### src/rtl/simon_dec_seq.sv
// Iterative SIMON 64/128 decrypt sequencer: one inverse round per clock, keys read k43..k0.
// Define SIMON_DEC_ENC_EN to add an encrypt mode selected by enc_dec at acceptance.
module simon_dec_seq #(
  parameter int unsigned ROUNDS  = 44,
  parameter int unsigned KADDR_W = 6
) (
  input  logic               ck,
  input  logic               rst,
  input  logic               in_valid,
  output logic               in_ready,
  input  logic [63:0]        in_block,
  input  logic               enc_dec,
  output logic [KADDR_W-1:0] rk_addr,
  input  logic [31:0]        rk_data,
  output logic               out_valid,
  input  logic               out_ready,
  output logic [63:0]        out_block,
  output logic               busy
);

  typedef enum logic [1:0] {StIdle, StRun, StDone} state_e;

  localparam logic [KADDR_W-1:0] LastIdx = KADDR_W'(ROUNDS - 1);

  state_e             state_q;
  logic [31:0]        x_q, y_q;
  logic [31:0]        x_d, y_d;
  logic [KADDR_W-1:0] cnt_q, cnt_d;
  logic               last_round;

  function automatic logic [31:0] f_fn(input logic [31:0] v);
    return ({v[30:0], v[31]} & {v[23:0], v[31:24]}) ^ {v[29:0], v[31:30]};
  endfunction

`ifdef SIMON_DEC_ENC_EN
  logic enc_q;

  always_comb begin
    x_d        = y_q;
    y_d        = x_q ^ f_fn(y_q) ^ rk_data;
    cnt_d      = cnt_q - 1'b1;
    last_round = (cnt_q == '0);
    if (enc_q) begin
      x_d        = y_q ^ f_fn(x_q) ^ rk_data;
      y_d        = x_q;
      cnt_d      = cnt_q + 1'b1;
      last_round = (cnt_q == LastIdx);
    end
    // cnt returns to 0 after the final round so rk_addr reads 0 in DONE/IDLE
    if (last_round) cnt_d = '0;
  end
`else
  logic unused_enc_dec;
  assign unused_enc_dec = enc_dec;

  always_comb begin
    x_d        = y_q;
    y_d        = x_q ^ f_fn(y_q) ^ rk_data;
    last_round = (cnt_q == '0);
    cnt_d      = last_round ? '0 : cnt_q - 1'b1;
  end
`endif

  assign rk_addr   = cnt_q;
  assign out_block = {x_q, y_q};

  always_ff @(posedge ck or posedge rst) begin
    if (rst) begin
      state_q   <= StIdle;
      cnt_q     <= '0;
      x_q       <= '0;
      y_q       <= '0;
      in_ready  <= 1'b1;
      out_valid <= 1'b0;
      busy      <= 1'b0;
`ifdef SIMON_DEC_ENC_EN
      enc_q     <= 1'b0;
`endif
    end else begin
      case (state_q)
        StIdle: begin
          if (in_valid) begin
            x_q      <= in_block[63:32];
            y_q      <= in_block[31:0];
            state_q  <= StRun;
            in_ready <= 1'b0;
            busy     <= 1'b1;
`ifdef SIMON_DEC_ENC_EN
            enc_q    <= enc_dec;
            cnt_q    <= enc_dec ? '0 : LastIdx;
`else
            cnt_q    <= LastIdx;
`endif
          end
        end
        StRun: begin
          x_q   <= x_d;
          y_q   <= y_d;
          cnt_q <= cnt_d;
          if (last_round) begin
            state_q   <= StDone;
            out_valid <= 1'b1;
          end
        end
        StDone: begin
          if (out_ready) begin
            state_q   <= StIdle;
            out_valid <= 1'b0;
            in_ready  <= 1'b1;
            busy      <= 1'b0;
          end
        end
        default: begin
          state_q   <= StIdle;
          cnt_q     <= '0;
          in_ready  <= 1'b1;
          out_valid <= 1'b0;
          busy      <= 1'b0;
        end
      endcase
    end
  end

endmodule

### config.mk
export PLATFORM = sky130hd
export DESIGN_NAME = simon_dec_seq
export DESIGN_NICKNAME = d
export VERILOG_FILES = /design/src/rtl/simon_dec_seq.sv
export SDC_FILE = /design/constraint.sdc
export NUM_CORES = 1
export LEC_CHECK = 0
export ABC_AREA = 1
export BUFFER_PORTS_ARGS = -buffer_cell sky130_fd_sc_hd__clkbuf_2
export CAP_MARGIN = 20
export CORE_ASPECT_RATIO = 2
export CORE_UTILIZATION = 32
export DETAILED_ROUTE_END_ITERATION = 7
export GPL_TIMING_DRIVEN = 1
export PLACE_DENSITY = 0.62
export SYNTH_ARGS = -nofsm -noshare
export SYNTH_HDL_FRONTEND = slang
export SYNTH_SLANG_ARGS = --single-unit
### constraint.sdc
create_clock -name ck -period 3.3 [get_ports ck]
set_clock_uncertainty 0.05 [all_clocks]
set_input_delay 0.33 -clock ck [delete_from_list [all_inputs] [get_ports ck]]
set_output_delay 0.33 -clock ck [all_outputs]
set_load 0.01 [all_outputs]
==> results of run 1 <==
## placed cells by master, fill, tap and decap left out, drive strengths merged
cell type  instances
nand3             70
or2                1
nand4              1
o21ai             37
a21oi              5
bufinv             2
nand2            627
inv              106
dfrtp             74
nand3b             1
dfstp              1
xor2               1
ha                 2
diode              3
a21boi             1
clkinvlp           1
o211ai            33
buf                6
clkinv             2
clkbuf           184
nor2              71
## layout make-up
| class | count | area share |
|---|---|---|
| sequential | 75 | 0.2472 |
| tap | 259 | 0.04265 |
| timing repair buffer | 178 | 0.1225 |
| clock buffer | 12 | 0.03376 |
| antenna | 3 | 0.0009881 |
| inverter | 107 | 0.05336 |
| clock inverter | 4 | 0.009552 |
| multi-input combinational | 850 | 0.4900 |
## flip-flops by register name (all words and copies together), names as in the netlist
signal,flops
in_ready,1
out_valid,1
x_d,32
state_q,2
rk_addr,6
x_q,32
busy,1
## worst max-delay path, stage by stage (launching register included)
cell and delay, ns:
dfrtp_1 0.47, nor2_8 0.27, inv_2 0.11, nand2_4 0.08, buf_4 0.72, o211ai_1 0.22
o21ai_1 0.13
## worst max-delay path by stage
stage	slack, ns	to	depth (start not counted)
after detailed placement	1.09	x_q[24]	6
after floorplan	1.01	busy	1
final	1.15	x_q[24]	6
after global routing	0.97	x_q[24]	6
after CTS	1.08	x_q[24]	6
after global placement	1.13	x_q[24]	6
## cell usage after synthesis, drive strengths merged
master	number	area [sq um]
dfstp	1	26.28
or2	1	6.260
ha	2	25.02
a21oi	5	25.02
nand3	70	355.3
inv	107	404.1
o211ai	33	387.9
nor2	71	282.8
nand3b	1	7.510
nand4	1	6.260
dfrtp	74	1852
a21boi	1	7.510
clkbuf	38	142.6
nand2	627	2356
o21ai	37	249.0
buf	21	148.9
xor2	1	8.760
## layer usage
metal	vias up	global-route usage	wire, um
met3	62	0.03664	827
met4	0	0.1454	1310
met5	-	0	0
met2	183	0.3943	11380
met1	3201	0.2096	7523
li1	3573	-	-
## power breakdown
group	switching, mW	total [mW]	internal, mW	leakage [nW]
Combinational	3.07	4.94	1.86	3.66
Sequential	1.06	2.47	1.42	0.868
Clock	0.420	1.12	0.703	0.159
## metrics by stage
stage / area [sq um] / power (mW) / util / std cells
2_1_floorplan: 6291 / 6.018 / - / 1091
3_3_place_gp: 7261 / 7.363 / 0.3766 / 1469
3_5_place_dp: 7261 / 7.496 / 0.3766 / 1469
4_1_cts: 7590 / 8.646 / 0.3937 / 1485
5_1_grt: 7597 / 9.480 / 0.3941 / 1488
6_report: 7597 / 8.535 / 0.3941 / 1488
## cells by family after synthesis
family                   after synthesis
AND/OR/NAND/NOR                      771
buffers and inverters                166
AO/OA/AOI/OAI                         76
flip-flops                            75
adder cells (fa/ha/maj)                2
XOR/XNOR                               1
==> impl_metrics.py, run 1 <==
metrics = {
    "sta": {
        "fmax_mhz": 464.9,
        "worst_pin_slew_ns": 0.9277,
        "setup_slack_ns": 1.149,
        "fin_setup_tns_ns": 0,
        "hold_viol_final": 11,
        "maxSlewViolCount": 0,
        "rsz0062_at_grt": "false",
        "layout_min_cycle_time_ns": 2.151,
        "whs_ns": -0.01124,
        "setup_violations": 0,
        "finalCritPeriodShare": 0.6518,
        "relSlewSlack": 0.3815,
    },
    "synth": {
        "seq_area_frac_synth": 0.2985,
        "synth_top_family_by_area": "simple AND/OR/NAND/NOR gates",
        "syn_area_sq_um": 6291,
        "synth.distinct_cells": 27,
        "avgSynthCellArea_sq_um": 5.766,
        "syn_inst": 1091,
        "syn_nets": 1194,
        "synth_xor_area_frac": 0.001392,
        "ys_seq_elements": 75,
        "synthAdderAreaFrac": 0.003978,
        "synth-warning-count": 0,
        "synth_mux_area_frac": 0,
        "synth-compound-area-share": 0.1064,
        "synth-simple-area-share": 0.4791,
    },
    "final_layout": {
        "final_nets": 1324,
        "multi_input_area_sq_um": 3722,
        "seqCellArea_sq_um": 1878,
        "drive_gt1_frac": 0.2031,
        "syn_to_final_growth_pct": 20.76,
        "fillCellCount": 2161,
    },
    "routing": {
        "wl_um": 21040,
        "antenna_left": 0,
        "num_vias": 7019,
        "wl_per_cell_um": 14.14,
        "first_pass_iters": 5,
        "drc_errors": 0,
        "vias_per_cell": 4.717,
        "drt_iter0_markers": 222,
    },
    "clock_tree": {
        "cts_root_buffer": "clkbuf_16",
        "h-tree-depth": 3,
        "clk_latency_ns": 0.35,
        "cts_setup_buffers": 0,
        "cts.sinks": 75,
        "ctsResizeCount": 0,
        "hold_buffers": 0,
        "clk_pin_slew_worst_paths_ns": 0.07,
        "cts_buffer_depth": 2,
        "cts_tree": "built",
        "numCtsBuffers": 9,
    },
    "pwr": {
        "power.density_nw_per_um2": 1123,
        "p_leak_nw": 4.692,
        "vdd_drop_max_uv": 935.3,
    },
    "global_route": {
        "grt_max_degree": 65,
        "grt_pass1_wl_um": 32730,
        "antenna_found_initial": 3,
        "grt_pass1_vias": 6556,
        "grt_remaining_overflow": 0,
        "grt_use_total": 0.2139,
    },
    "critical_path": {
        "cp_data_arrival_time_ns": 2.37,
        "cp-start-kind": "register",
        "crit_start": "state_q[1]",
        "r2r-end": "x_q[24]",
        "crit_required_ns": 3.52,
        "cp_max_fo": 64,
        "criticalPathCategory": "register to register",
        "reg2reg_slack_ns": 1.15,
        "rr_worst_depth": 6,
        "r2r_start": "state_q[1]",
        "cp-end-kind": "register",
    },
    "min_path": {
        "hold_path.class": "primary input to asynchronous set/reset pin",
    },
    "placement": {
        "gp_congestion": 0.8130,
        "dp_slack_ns": 1.086,
        "dp_hpwl_um": 16110,
        "portBuffers": 172,
    },
    "floorplan": {
        "core_sq_um": 19280,
        "io_pins": 174,
        "die_w_um": 101.1,
        "dieArea_sq_um": 20260,
        "initial_core_util": 0.3263,
        "die_h_um": 200.3,
        "fp-row-count": 72,
    },
    "outcome": {
        "status": "complete, but fails checks",
        "violations": "negative hold slack",
    },
    "job": {
        "drv_cap": 0,
    },
}
No activity file was read; power rests on OpenSTA's default activity.
==> run 2: changes to the inputs <==
Clock period 3.3 ns to 2.2 ns, I/O delays scaled along.
==> run 2 against run 1 <==
  * The flow now finishes without violations
  * Final cell count unchanged
  * Register-to-register slack got worse by 0.67 ns
  * Final area rose by 0.58%
  * Sequential power grew 50%
  * Wire length rose by 0.25%
  * Non-clock buffer count increased by 1
  * Largest cell class unchanged
  * Highest routed layer unchanged
==> impl_metrics.py, run 2 (synthesis results as in run 1) <==
metrics = {
    "clock_tree": {
        "hold_buffers": 1,
        "cts_buffer_depth": 2,
        "numCtsBuffers": 9,
        "clk_pin_slew_worst_paths_ns": 0.07,
        "cts_root_buffer": "clkbuf_16",
        "cts_setup_buffers": 0,
        "clk_latency_ns": 0.35,
        "ctsResizeCount": 0,
        "cts_tree": "built",
        "h-tree-depth": 3,
        "cts.sinks": 75,
    },
    "pwr": {
        "switching_share": 0.5319,
        "power_frac_seq": 0.288,
        "p_comb_frac": 0.583,
        "clockPowerShare": 0.130,
        "power.density_nw_per_um2": 1690,
        "vdd_drop_max_uv": 1168,
        "p_int_mw": 6.043,
        "p_leak_nw": 4.717,
        "power.switching_mw": 6.867,
        "p_total_mw": 12.91,
    },
    "routing": {
        "wl_per_cell_um": 14.18,
        "vias_per_cell": 4.698,
        "num_vias": 6991,
        "drc_errors": 0,
        "first_pass_iters": 4,
        "wl_um": 21090,
        "drt_iter0_markers": 205,
        "antenna_left": 0,
    },
    "sta": {
        "hold_viol_final": 0,
        "setup_slack_ns": 0.4836,
        "fin_setup_tns_ns": 0,
        "setup_violations": 0,
        "fmax_mhz": 582.6,
        "finalCritPeriodShare": 0.7802,
        "layout_min_cycle_time_ns": 1.716,
        "relSlewSlack": 0.6321,
        "maxSlewViolCount": 0,
        "whs_ns": 0.08164,
        "worst_pin_slew_ns": 0.5519,
        "rsz0062_at_grt": "false",
    },
    "min_path": {
        "hold_path.class": "primary input to register",
    },
    "floorplan": {
        "die_w_um": 101.1,
        "io_pins": 174,
        "initial_core_util": 0.3263,
        "core_sq_um": 19280,
        "dieArea_sq_um": 20260,
        "die_h_um": 200.3,
        "fp-row-count": 72,
    },
    "critical_path": {
        "cp-start-kind": "register",
        "cp_max_fo": 26,
        "reg2reg_slack_ns": 0.48,
        "criticalPathCategory": "register to register",
        "crit_required_ns": 2.38,
        "crit_chain": "inv_2, nand3_2, nand2_4, inv_2, buf_12, nor2_1, nand2_1, nand2_1",
        "slowest_stage": "dfrtp_1",
        "cpPeakStageDelay_ns": 0.50,
        "cp-end-kind": "register",
        "cp_data_arrival_time_ns": 1.90,
    },
    "placement": {
        "place_inst": 1469,
        "dp_slack_ns": 0.5023,
        "gp_congestion": 0.8092,
        "place_area_sq_um": 7298,
        "dp_hpwl_um": 15810,
        "portBuffers": 172,
    },
    "global_route": {
        "grt_use_total": 0.2154,
        "grt_max_degree": 99,
        "antenna_found_initial": 2,
        "grt_remaining_overflow": 0,
        "grt_pass1_vias": 6597,
        "grt_pass1_wl_um": 33020,
    },
    "final_layout": {
        "syn_to_final_growth_pct": 21.46,
        "layout_commonest_cell": "nand2_1",
        "finalInstanceArea_sq_um": 7641,
        "final_cell_mix": "nand2_1 (626), clkbuf_2 (172), inv_1 (101)",
        "final_util": 0.3964,
        "fillCellCount": 2148,
        "final_nets": 1325,
        "stdcell_count": 1488,
        "drive_gt1_frac": 0.2037,
    },
    "job": {
        "drv_cap": 0,
    },
    "outcome": {
        "status": "finished clean",
    },
}
-- run 2: power groups by stage --
stage	registers, mW	logic, mW	clock network (mW)
after floorplan	2.98	6.05	0
after global placement	3.72	7.42	0
after detailed placement	3.75	7.56	0
after CTS	3.73	7.61	1.72
after global routing	3.89	8.69	1.76
final	3.71	7.52	1.67
-- run 2: final timing paths --
path / from / to / cells past startpoint
worst min register to register: in_ready / in_ready / 2
max in group asynchronous: rst / in_ready / 4
worst max register to register: state_q[1] / x_d[14] / 8
min in group asynchronous: rst / x_q[13] / 4
worst min-delay path: in_block[42] / x_q[10] / 3
worst max-delay path: state_q[1] / x_d[14] / 8
-- run 2: routing by layer --
metal  vias up  track usage  share of wire
met4         0       0.1403          0.052
met3        51      0.02722          0.030
li1       3588            -              -
met5         -            0              0
met1      3183       0.2173           0.37
met2       169       0.4001           0.55
-- run 2: area by class of cell --
type	instances	area, sq um	share of cell area
multi-input combinational	850	3722	0.4871
sequential	75	1878	0.2458
timing repair buffer	179	978.4	0.1280
inverter	107	405.4	0.05305
tap	259	324.1	0.04241
clock buffer	11	252.7	0.03308
clock inverter	5	75.07	0.009825
antenna	2	5.005	0.0006550
-- run 2: critical path: cells and delay by family, from the launching register on --
kind / cells / cell delay [ns]
AND/OR/NAND/NOR: 5 / 0.40
buffers and inverters: 3 / 0.65
flip-flops: 1 / 0.50
==> run 3: changes to the inputs <==
Settings changed: PLACE_DENSITY 0.62 to 0.64.
Clock period 2.2 ns to 1.51 ns, I/O delays scaled along.
==> run 3 against run 2 <==
  * Clock power is 22% higher
  * Final cell count rose by 1.4%
  * Register-to-register slack worse by 0.46 ns
  * Maximum frequency rose by 15%
  * Total power is 52% higher
  * Core utilization grew 1.5 points
  * Sequential power rose by 42%
  * Combinational power is 64% higher
==> impl_metrics.py, run 3 (synthesis results as in run 1) <==
metrics = {
    "critical_path": {
        "cp_data_arrival_time_ns": 1.68,
        "cp-end-kind": "register",
        "criticalPathCategory": "register to register",
        "cp-start-kind": "register",
        "crit_required_ns": 1.70,
        "cp_max_fo": 47,
        "reg2reg_slack_ns": 0.02,
    },
    "floorplan": {
        "die_w_um": 101.1,
        "fp-row-count": 72,
        "io_pins": 174,
        "dieArea_sq_um": 20260,
        "core_sq_um": 19280,
        "die_h_um": 200.3,
        "initial_core_util": 0.3263,
    },
    "sta": {
        "setup_slack_ns": 0.02076,
        "fin_setup_tns_ns": 0,
        "worst_pin_slew_ns": 0.4697,
        "rsz0062_at_grt": "true",
        "layout_min_cycle_time_ns": 1.489,
        "maxSlewViolCount": 0,
        "relSlewSlack": 0.6869,
        "hold_viol_final": 0,
        "fmax_mhz": 671.5,
        "setup_violations": 0,
        "finalCritPeriodShare": 0.9863,
    },
    "routing": {
        "antenna_left": 0,
        "first_pass_iters": 5,
        "wl_um": 22560,
        "drc_errors": 0,
        "num_vias": 7202,
        "drt_iter0_markers": 302,
        "wl_per_cell_um": 14.95,
        "vias_per_cell": 4.773,
    },
    "pwr": {
        "power.density_nw_per_um2": 2474,
        "power_frac_seq": 0.269,
        "p_leak_nw": 4.836,
        "p_comb_frac": 0.628,
        "clockPowerShare": 0.103,
        "p_int_mw": 9.154,
        "power.switching_mw": 10.47,
        "vdd_drop_max_uv": 1051,
        "switching_share": 0.5335,
        "p_total_mw": 19.62,
    },
    "final_layout": {
        "drive_gt1_frac": 0.2205,
        "syn_to_final_growth_pct": 26.09,
        "final_cell_mix": "nand2_1 (623), clkbuf_2 (172), inv_1 (101)",
        "final_nets": 1345,
        "layout_commonest_cell": "nand2_1",
    },
    "clock_tree": {
        "cts_buffer_depth": 2,
        "clk_pin_slew_worst_paths_ns": 0.07,
        "cts.sinks": 75,
        "numCtsBuffers": 9,
        "cts_tree": "built",
        "cts_root_buffer": "clkbuf_16",
        "clk_latency_ns": 0.35,
        "h-tree-depth": 3,
    },
    "global_route": {
        "grt_use_total": 0.2125,
        "grt_pass1_vias": 6691,
        "grt_max_degree": 52,
        "grt_remaining_overflow": 0,
        "antenna_found_initial": 3,
        "grt_pass1_wl_um": 32580,
    },
    "placement": {
        "gp_congestion": 0.8169,
        "portBuffers": 172,
        "dp_hpwl_um": 16210,
        "dp_slack_ns": -0.04653,
    },
    "outcome": {
        "status": "finished clean",
    },
    "job": {
        "drv_cap": 0,
    },
    "min_path": {
        "hold_path.class": "primary input to register",
    },
}
[run 3: cell type report]
class                   instances  area (sq um)
inverters                     107         417.9
fillers                      2126         11350
flip-flops and latches         75          1881
repair buffers                199          1296
well taps                     259         324.1
diodes                          3         7.507
multi-input cells             850          3744
clock buffers                  11         232.7
clock inverters                 5         30.03
[run 3: worst paths after layout]
check | startpoint | end | depth (start not counted)
worst min-delay path | in_block[60] | x_q[28] | 3
max in group asynchronous | rst | x_q[20] | 4
worst max-delay path | state_q[0] | x_q[12] | 7
min in group asynchronous | rst | x_d[7] | 3
worst min register to register | in_ready | in_ready | 2
worst max register to register | state_q[0] | x_q[12] | 7
[run 3: through the flow]
stage,cells,util,area [sq um],hold slack [ns]
CTS,1496,0.3989,7691,0.004629
detailed placement,1479,0.3845,7413,0.08423
global placement,1479,0.3845,7413,0.08394
floorplan,1091,-,6295,0.2637
finish,1509,0.4115,7933,0.005802
global route,1509,0.4115,7933,0.002143
[run 3: routing by layer]
layer	track usage	share of wire	vias up
met5	0	0	-
met4	0.1480	0.060	0
met3	0.03350	0.046	61
met2	0.3904	0.53	219
met1	0.2099	0.36	3299
li1	-	-	3623
[run 3: what timing repair did]
action,in CTS,in global routing
buffers inserted,0,3
hold endpoints to repair,10,0
setup endpoints to repair,12,40
resized for setup,2,14
pin swaps,0,2
cloned,0,7
hold buffers,1,0
[run 3: worst max-delay path, cell delays in order (launching register included)]
cell and delay [ns]:
dfrtp_1 0.43, inv_4 0.08, nor2_8 0.15, buf_12 0.13, buf_16 0.23, nand2_1 0.13, o211ai_2 0.09, o21ai_2 0.06
[run 3: power by group through the flow]
stage	sequential, mW	combinational [mW]	clock (mW)
after floorplan	4.34	8.82	0
after global placement	5.26	11.2	0
after detailed placement	5.32	11.4	0
after CTS	5.29	11.5	2.08
after global routing	5.49	14.0	2.16
final	5.28	12.3	2.03
